$ cat src/rtl/regfile_writeback_arbiter_if.sv
// Write-back bus between the ALU/load sources and the register-file write port.
// master: source side (drives alu_*/mem_* requests, observes stall/ready/write port).
// slave : arbiter side (consumes requests, drives stall/ready/pending mask/write port).
interface regfile_writeback_arbiter_if;
  logic        alu_valid;
  logic [4:0]  alu_rd;
  logic [31:0] alu_data;
  logic        alu_stall;
  logic        mem_valid;
  logic        mem_ready;
  logic [4:0]  mem_rd;
  logic [2:0]  mem_funct3;
  logic [1:0]  mem_addr_lo;
  logic [31:0] mem_data;
  logic [31:0] pending_mask;
  logic        RegWrite;
  logic [4:0]  rd;
  logic [31:0] write_data;

  modport master (
    output alu_valid, alu_rd, alu_data, mem_valid, mem_rd, mem_funct3, mem_addr_lo, mem_data,
    input  alu_stall, mem_ready, pending_mask, RegWrite, rd, write_data
  );

  modport slave (
    input  alu_valid, alu_rd, alu_data, mem_valid, mem_rd, mem_funct3, mem_addr_lo, mem_data,
    output alu_stall, mem_ready, pending_mask, RegWrite, rd, write_data
  );
endinterface

$ cat src/rtl/regfile_writeback_arbiter.sv
// Drives the register-file write port, merging single-cycle ALU results with
// buffered, already-extended load results. ALU has priority until a load has
// waited STARVE_LIMIT ALU wins, then the ALU is stalled for one cycle.
// Ports: clk, rst (sync, active-high); bus (slave modport): alu_* request with
// alu_stall, mem_* load handshake with mem_ready, pending_mask, RegWrite/rd/write_data.
module regfile_writeback_arbiter #(
  parameter int unsigned DEPTH        = 2,
  parameter int unsigned STARVE_LIMIT = 4
) (
  input logic                        clk,
  input logic                        rst,
  regfile_writeback_arbiter_if.slave bus
);
  localparam int unsigned PW = (DEPTH > 1) ? $clog2(DEPTH) : 1;
  localparam int unsigned CW = PW + 1;
  localparam int unsigned SW = $clog2(STARVE_LIMIT + 1);

  logic [4:0]    fifo_rd_q   [DEPTH];
  logic [31:0]   fifo_data_q [DEPTH];
  logic [PW-1:0] head_q, head_d, tail_q, tail_d;
  logic [CW-1:0] count_q, count_d;
  logic [SW-1:0] starve_q, starve_d;
  logic          we_q, we_d;
  logic [4:0]    rd_q, rd_d;
  logic [31:0]   wd_q, wd_d;

  logic          fifo_empty, alu_req, stall_c, ready_c, push, pop;
  logic [31:0]   load_val;
  logic [31:0]   mask_c;
  logic [PW-1:0] off;

  // Byte/half select by address, then sign or zero extend by load type.
  function automatic logic [31:0] load_extend(input logic [2:0] f3, input logic [1:0] lo,
                                              input logic [31:0] w);
    logic [7:0]  b;
    logic [15:0] h;
    b = 8'(w >> {lo, 3'b000});
    h = 16'(w >> {lo[1], 4'b0000});
    case (f3)
      3'b000:  return {{24{b[7]}}, b};
      3'b001:  return {{16{h[15]}}, h};
      3'b100:  return {24'd0, b};
      3'b101:  return {16'd0, h};
      default: return w;
    endcase
  endfunction

  assign fifo_empty = (count_q == '0);
  assign alu_req    = bus.alu_valid && (bus.alu_rd != 5'd0);
  assign stall_c    = !rst && !fifo_empty && (starve_q == SW'(STARVE_LIMIT));
  assign ready_c    = !rst && (count_q < CW'(DEPTH));
  // rd==0 loads complete the handshake but are never stored.
  assign push       = bus.mem_valid && ready_c && (bus.mem_rd != 5'd0);
  assign load_val   = load_extend(bus.mem_funct3, bus.mem_addr_lo, bus.mem_data);

  // Arbitration and next-state
  always_comb begin
    we_d     = 1'b0;
    rd_d     = rd_q;
    wd_d     = wd_q;
    pop      = 1'b0;
    starve_d = starve_q;
    if (stall_c) begin
      pop = 1'b1;
    end else if (alu_req) begin
      we_d = 1'b1;
      rd_d = bus.alu_rd;
      wd_d = bus.alu_data;
    end else if (!fifo_empty) begin
      pop = 1'b1;
    end
    if (pop) begin
      we_d = 1'b1;
      rd_d = fifo_rd_q[head_q];
      wd_d = fifo_data_q[head_q];
    end
    if (pop || fifo_empty) begin
      starve_d = '0;
    end else if (alu_req && (starve_q != SW'(STARVE_LIMIT))) begin
      starve_d = starve_q + SW'(1);
    end
    head_d  = pop  ? head_q + PW'(1) : head_q;
    tail_d  = push ? tail_q + PW'(1) : tail_q;
    count_d = count_q + CW'(push) - CW'(pop);
  end

  always_ff @(posedge clk) begin
    if (rst) begin
      head_q   <= '0;
      tail_q   <= '0;
      count_q  <= '0;
      starve_q <= '0;
      we_q     <= 1'b0;
      rd_q     <= 5'd0;
      wd_q     <= 32'd0;
    end else begin
      head_q   <= head_d;
      tail_q   <= tail_d;
      count_q  <= count_d;
      starve_q <= starve_d;
      we_q     <= we_d;
      rd_q     <= rd_d;
      wd_q     <= wd_d;
    end
  end

  // Entry storage; validity is tracked by head/count, so no reset needed.
  always_ff @(posedge clk) begin
    if (push) begin
      fifo_rd_q[tail_q]   <= bus.mem_rd;
      fifo_data_q[tail_q] <= load_val;
    end
  end

  // Entry i is live when its distance from head is below count.
  always_comb begin
    mask_c = 32'd0;
    off    = '0;
    for (int unsigned i = 0; i < DEPTH; i++) begin
      off = PW'(i) - head_q;
      if (CW'(off) < count_q) mask_c[fifo_rd_q[PW'(i)]] = 1'b1;
    end
    mask_c[0] = 1'b0;
  end

  assign bus.alu_stall    = stall_c;
  assign bus.mem_ready    = ready_c;
  assign bus.pending_mask = mask_c;
  assign bus.RegWrite     = we_q;
  assign bus.rd           = rd_q;
  assign bus.write_data   = wd_q;
endmodule
$ cat src/flat_wrapper.sv
// flat-port wrapper written by rule: the top's interface ports become plain ports
module regfile_writeback_arbiter_flat 
#(
  parameter int unsigned DEPTH        = 2,
  parameter int unsigned STARVE_LIMIT = 4
)
  (clk, rst, bus_alu_valid, bus_alu_rd, bus_alu_data, bus_mem_valid, bus_mem_rd, bus_mem_funct3, bus_mem_addr_lo, bus_mem_data, bus_alu_stall, bus_mem_ready, bus_pending_mask, bus_RegWrite, bus_rd, bus_write_data);
  regfile_writeback_arbiter_if bus_i ();
  input logic clk;
  input logic rst;
  input wire logic [$bits(bus_i.alu_valid)-1:0] bus_alu_valid;
  input wire logic [$bits(bus_i.alu_rd)-1:0] bus_alu_rd;
  input wire logic [$bits(bus_i.alu_data)-1:0] bus_alu_data;
  input wire logic [$bits(bus_i.mem_valid)-1:0] bus_mem_valid;
  input wire logic [$bits(bus_i.mem_rd)-1:0] bus_mem_rd;
  input wire logic [$bits(bus_i.mem_funct3)-1:0] bus_mem_funct3;
  input wire logic [$bits(bus_i.mem_addr_lo)-1:0] bus_mem_addr_lo;
  input wire logic [$bits(bus_i.mem_data)-1:0] bus_mem_data;
  output wire logic [$bits(bus_i.alu_stall)-1:0] bus_alu_stall;
  output wire logic [$bits(bus_i.mem_ready)-1:0] bus_mem_ready;
  output wire logic [$bits(bus_i.pending_mask)-1:0] bus_pending_mask;
  output wire logic [$bits(bus_i.RegWrite)-1:0] bus_RegWrite;
  output wire logic [$bits(bus_i.rd)-1:0] bus_rd;
  output wire logic [$bits(bus_i.write_data)-1:0] bus_write_data;
  assign bus_i.alu_valid = bus_alu_valid;
  assign bus_i.alu_rd = bus_alu_rd;
  assign bus_i.alu_data = bus_alu_data;
  assign bus_i.mem_valid = bus_mem_valid;
  assign bus_i.mem_rd = bus_mem_rd;
  assign bus_i.mem_funct3 = bus_mem_funct3;
  assign bus_i.mem_addr_lo = bus_mem_addr_lo;
  assign bus_i.mem_data = bus_mem_data;
  assign bus_alu_stall = bus_i.alu_stall;
  assign bus_mem_ready = bus_i.mem_ready;
  assign bus_pending_mask = bus_i.pending_mask;
  assign bus_RegWrite = bus_i.RegWrite;
  assign bus_rd = bus_i.rd;
  assign bus_write_data = bus_i.write_data;
  regfile_writeback_arbiter #(.DEPTH(DEPTH), .STARVE_LIMIT(STARVE_LIMIT)) u_core (.clk(clk), .rst(rst), .bus(bus_i));
endmodule
$ cat config.mk
export PLATFORM = sky130hd
export DESIGN_NAME = regfile_writeback_arbiter_flat
export DESIGN_NICKNAME = d
export VERILOG_FILES = /design/src/rtl/regfile_writeback_arbiter_if.sv /design/src/rtl/regfile_writeback_arbiter.sv /design/src/flat_wrapper.sv
export SDC_FILE = /design/constraint.sdc
export NUM_CORES = 1
export LEC_CHECK = 0
export ABC_AREA = 0
export CAP_MARGIN = 15
export CORE_AREA = 2 2 117 119
export CTS_CLUSTER_SIZE = 14
export DETAILED_ROUTE_END_ITERATION = 12
export DIE_AREA = 0 0 119 121
export PLACE_DENSITY = 0.74
export SYNTH_ARGS = -nofsm -noshare
export SYNTH_HDL_FRONTEND = slang
export SYNTH_SLANG_ARGS = --single-unit
$ cat constraint.sdc
create_clock -name clk -period 3.9 [get_ports clk]
set_input_delay 0.78 -clock clk [delete_from_list [all_inputs] [get_ports clk]]
set_output_delay 0.78 -clock clk [all_outputs]
set_load 0.1 [all_outputs]
==> out/metrics.csv <==
stage;metric;value;unit
placement;place_hpwl;10900;um
synth;yosysSeqAreaShare;0.541;
grt;antenna_found_initial;0;
detailed_routing;firstDrtPassIters;5;
grt;grt_pass1_vias;4708;
run;drv_cap;0;
synth;synth_nets;615;
synth;synth.distinct_cells;42;
clock_tree;clock-sinks;120;
floorplanning;io-pin-count;155;
critical_path;rr_worst_depth;4;
timing;fin_tns_setup;0;ns
critical_path;end_kind;primary output;
critical_path;crit_type;reg -> out;
critical_path;critical_path_arrival;2.32;ns
finish;final_nets;740;
synth;yosys.area_share.xor_xnor;0.00604;
grt;grt.total_usage;0.219;
clock_tree;clockBufferDepth;2;
clock_tree;cts_buffers;17;
synth;synth_edf_count;74;
clock_tree;postCtsSetupBuffers;0;
pwr;vdd_drop_max;0.381;mV
finish;filler_cell_count;1031;
placement;routabilityCongestion;0.887;
finish;multiInputGateArea;0.00243;mm^2
clock_tree;cts_tree;built;
synth;synthFlopType;edfxtp_1;
grt;grt_pass1_wl;24800;um
finish;fin_util;0.604;
timing;fin_crit;3.10;ns
finish;n_antenna_cell;0;
finish;seq_area;0.00314;mm^2
clock_tree;htreeDepth;4;
detailed_routing;drt_iter0_drc;378;
hold_path;holdCritPathClass;reg -> reg;
pwr;p_leak;2.92;nW
floorplanning;fp.coreArea;0.0131;mm^2
grt;grt.overflow.total;0;
critical_path;crit_path_start_kind;flip-flop;
floorplanning;start_util;0.444;
pwr;p_per_area;717;mW/mm^2
hold_path;hold_path_depth;1;
placement;portBuffers;153;
detailed_routing;via_per_inst;5.92;
floorplanning;die_h;121;um
detailed_routing;post-route-drc-count;0;
detailed_routing;num_vias;4984;
floorplanning;die_w;119;um
hold_path;worstHoldStart;u_core.starve_q[0];
detailed_routing;wire_per_inst;18.8;um
synth;ys_ff_latch;120;
clock_tree;clkTransAtPathRegs;0.05;ns
critical_path;cpPeakStageDelay;0.57;ns
finish;layout-drive-gt1-share;0.128;
synth;synth-simple-area-share;0.170;
critical_path;cp_slowest_cell;or3b_2;
critical_path;rr_startpoint;u_core.count_q[1];
floorplanning;dieArea;0.0144;mm^2
finish;syn_to_final_growth;36.2;%
placement;place_inst;810;
critical_path;cp_data_required_time;3.12;ns
timing;fin_crit_sh;0.794;
synth;yosys_warnings;0;
synth;synthArstFlopShare;0;
synth;synth_mux_area_frac;0.0677;
status;outcome;complete, no violations;
critical_path;crit_fanout;8;
timing;fin_worst_skew;0.00644;ns
finish;final_common_cell;clkdlybuf4s50_1;
pwr;power;5.67;mW
grt;grt_max_degree;40;
timing;final-setup-viol-count;0;
floorplanning;rows;42;
critical_path;cp-startpoint;u_core.count_q[0];
clock_tree;root_buffer;clkbuf_16;
timing;rsz0062_at_grt;no;
synth;synthAdderAreaFrac;0.00862;
clock_tree;postCtsHoldBufs;0;
timing;slew_viol_final;0;
critical_path;path_cells;nor2b_1 > nor2_1 > or3b_2 > o22ai_1 > buf_4;
detailed_routing;wirelength;15900;um
finish;layout_common_cells;clkdlybuf4s50_1 (119), edfxtp_1 (74), nand2_1 (54);
clock_tree;post_cts_resized;0;
timing;slew_headroom;0.213;
synth;synth_top_family_by_area;simple AND/OR/NAND/NOR gates;
timing;final_hold_viol_count;0;
synth;avgSynthCellArea;11.0;um^2
synth;synth_area;0.00580;mm^2
timing;worst_pin_slew;1.18;ns
synth;syn_inst;528;
clock_tree;clock_latency;0.41;ns
timing;fmax;323;MHz
detailed_routing;final_antenna_net_count;0;
synth;synth_compound_area_frac;0.158;
finish;fin_cells;842;
[worst max-delay path: cells and delay by family, from the launching register on]
| kind | cells | cell delay (ns) |
|---|---|---|
| buffers and inverters | 1 | 0.33 |
| DFF | 1 | 0.47 |
| AOI/OAI and AO/OA | 1 | 0.25 |
| and+or+nand+nor | 3 | 0.86 |
[state kept, by name, indices dropped and copies added, names as in the netlist, named ones only]
signal / flops
u_core.fifo_data_q: 64
u_core.bus.write_data: 32
u_core.fifo_rd_q: 10
u_core.bus.rd: 5
u_core.starve_q: 3
u_core.count_q: 2
u_core.bus.RegWrite: 1
u_core.head_q: 1
u_core.tail_q: 1
[Yosys cell counts, drive strengths merged, types with 4 or more instances]
library cell / instances / share of area
clkbuf: 45 / 0.029
or3b: 5 / 0.0075
nand3b: 8 / 0.010
a221o: 8 / 0.014
edfxtp: 74 / 0.38
nand2: 54 / 0.035
a22o: 7 / 0.011
o22a: 8 / 0.012
nor3: 8 / 0.0069
or3: 5 / 0.0054
o22ai: 31 / 0.033
a21oi: 6 / 0.0052
a311o: 37 / 0.064
dfxtp: 46 / 0.16
mux2i: 37 / 0.064
nor2: 17 / 0.011
nor2b: 4 / 0.0043
nor4: 37 / 0.040
ha: 4 / 0.0086
buf: 10 / 0.012
and3: 37 / 0.040
inv: 9 / 0.0058
a31oi: 8 / 0.0086
[report_power, final]
group	internal [mW]	switching [mW]	leakage (nW)	total [mW]
Sequential	1.61	0.193	1.06	1.80
Combinational	0.643	1.76	1.58	2.40
Clock	0.962	0.510	0.281	1.47
Total	3.21	2.46	2.92	5.67
[stage by stage]
step / hold WS [ns] / worst slack (ns) / area (um^2)
floorplan: 0.417 / 0.260 / 5810
global placement: 0.426 / 0.711 / 7340
detailed placement: 0.446 / 0.631 / 7340
CTS: 0.458 / 0.812 / 7900
global route: 0.480 / 0.705 / 7900
finish: 0.458 / 0.802 / 7900
[routing by layer]
layer	GRT usage	vias to the layer above	wire, um
met5	0	-	0
met2	0.360	240	7540
li1	-	2330	-
met1	0.291	2402	7060
met4	0.0618	0	189
met3	0.0540	12	1080
[logic make-up (layout without fill, tap and decap cells)]
kind of cell | count (synthesis) | in the layout
AOI/OAI and AO/OA | 113 | 113
xor gates and xnor gates | 4 | 4
adders and majority gates | 4 | 4
buffers and inverters | 65 | 203
DFF | 120 | 120
muxes | 38 | 38
other | 1 | 1
and+or+nand+nor | 183 | 183
[final cells by class]
class / count / share of cell area
tap: 176 / 0.0279
multi-input combinational: 343 / 0.308
clock buffer: 22 / 0.0587
sequential: 120 / 0.398
inverter: 10 / 0.00475
clock inverter: 10 / 0.0128
timing repair buffer: 161 / 0.190
[final timing paths]
check | end | slack (ns)
worst min register to register | u_core.starve_q[0] | 0.46
worst max register to register | u_core.bus.write_data[13] | 1.62
worst max-delay path | bus_pending_mask[2] | 0.80
worst min-delay path | u_core.starve_q[0] | 0.46
No activity file was read; power rests on OpenSTA's default activity.
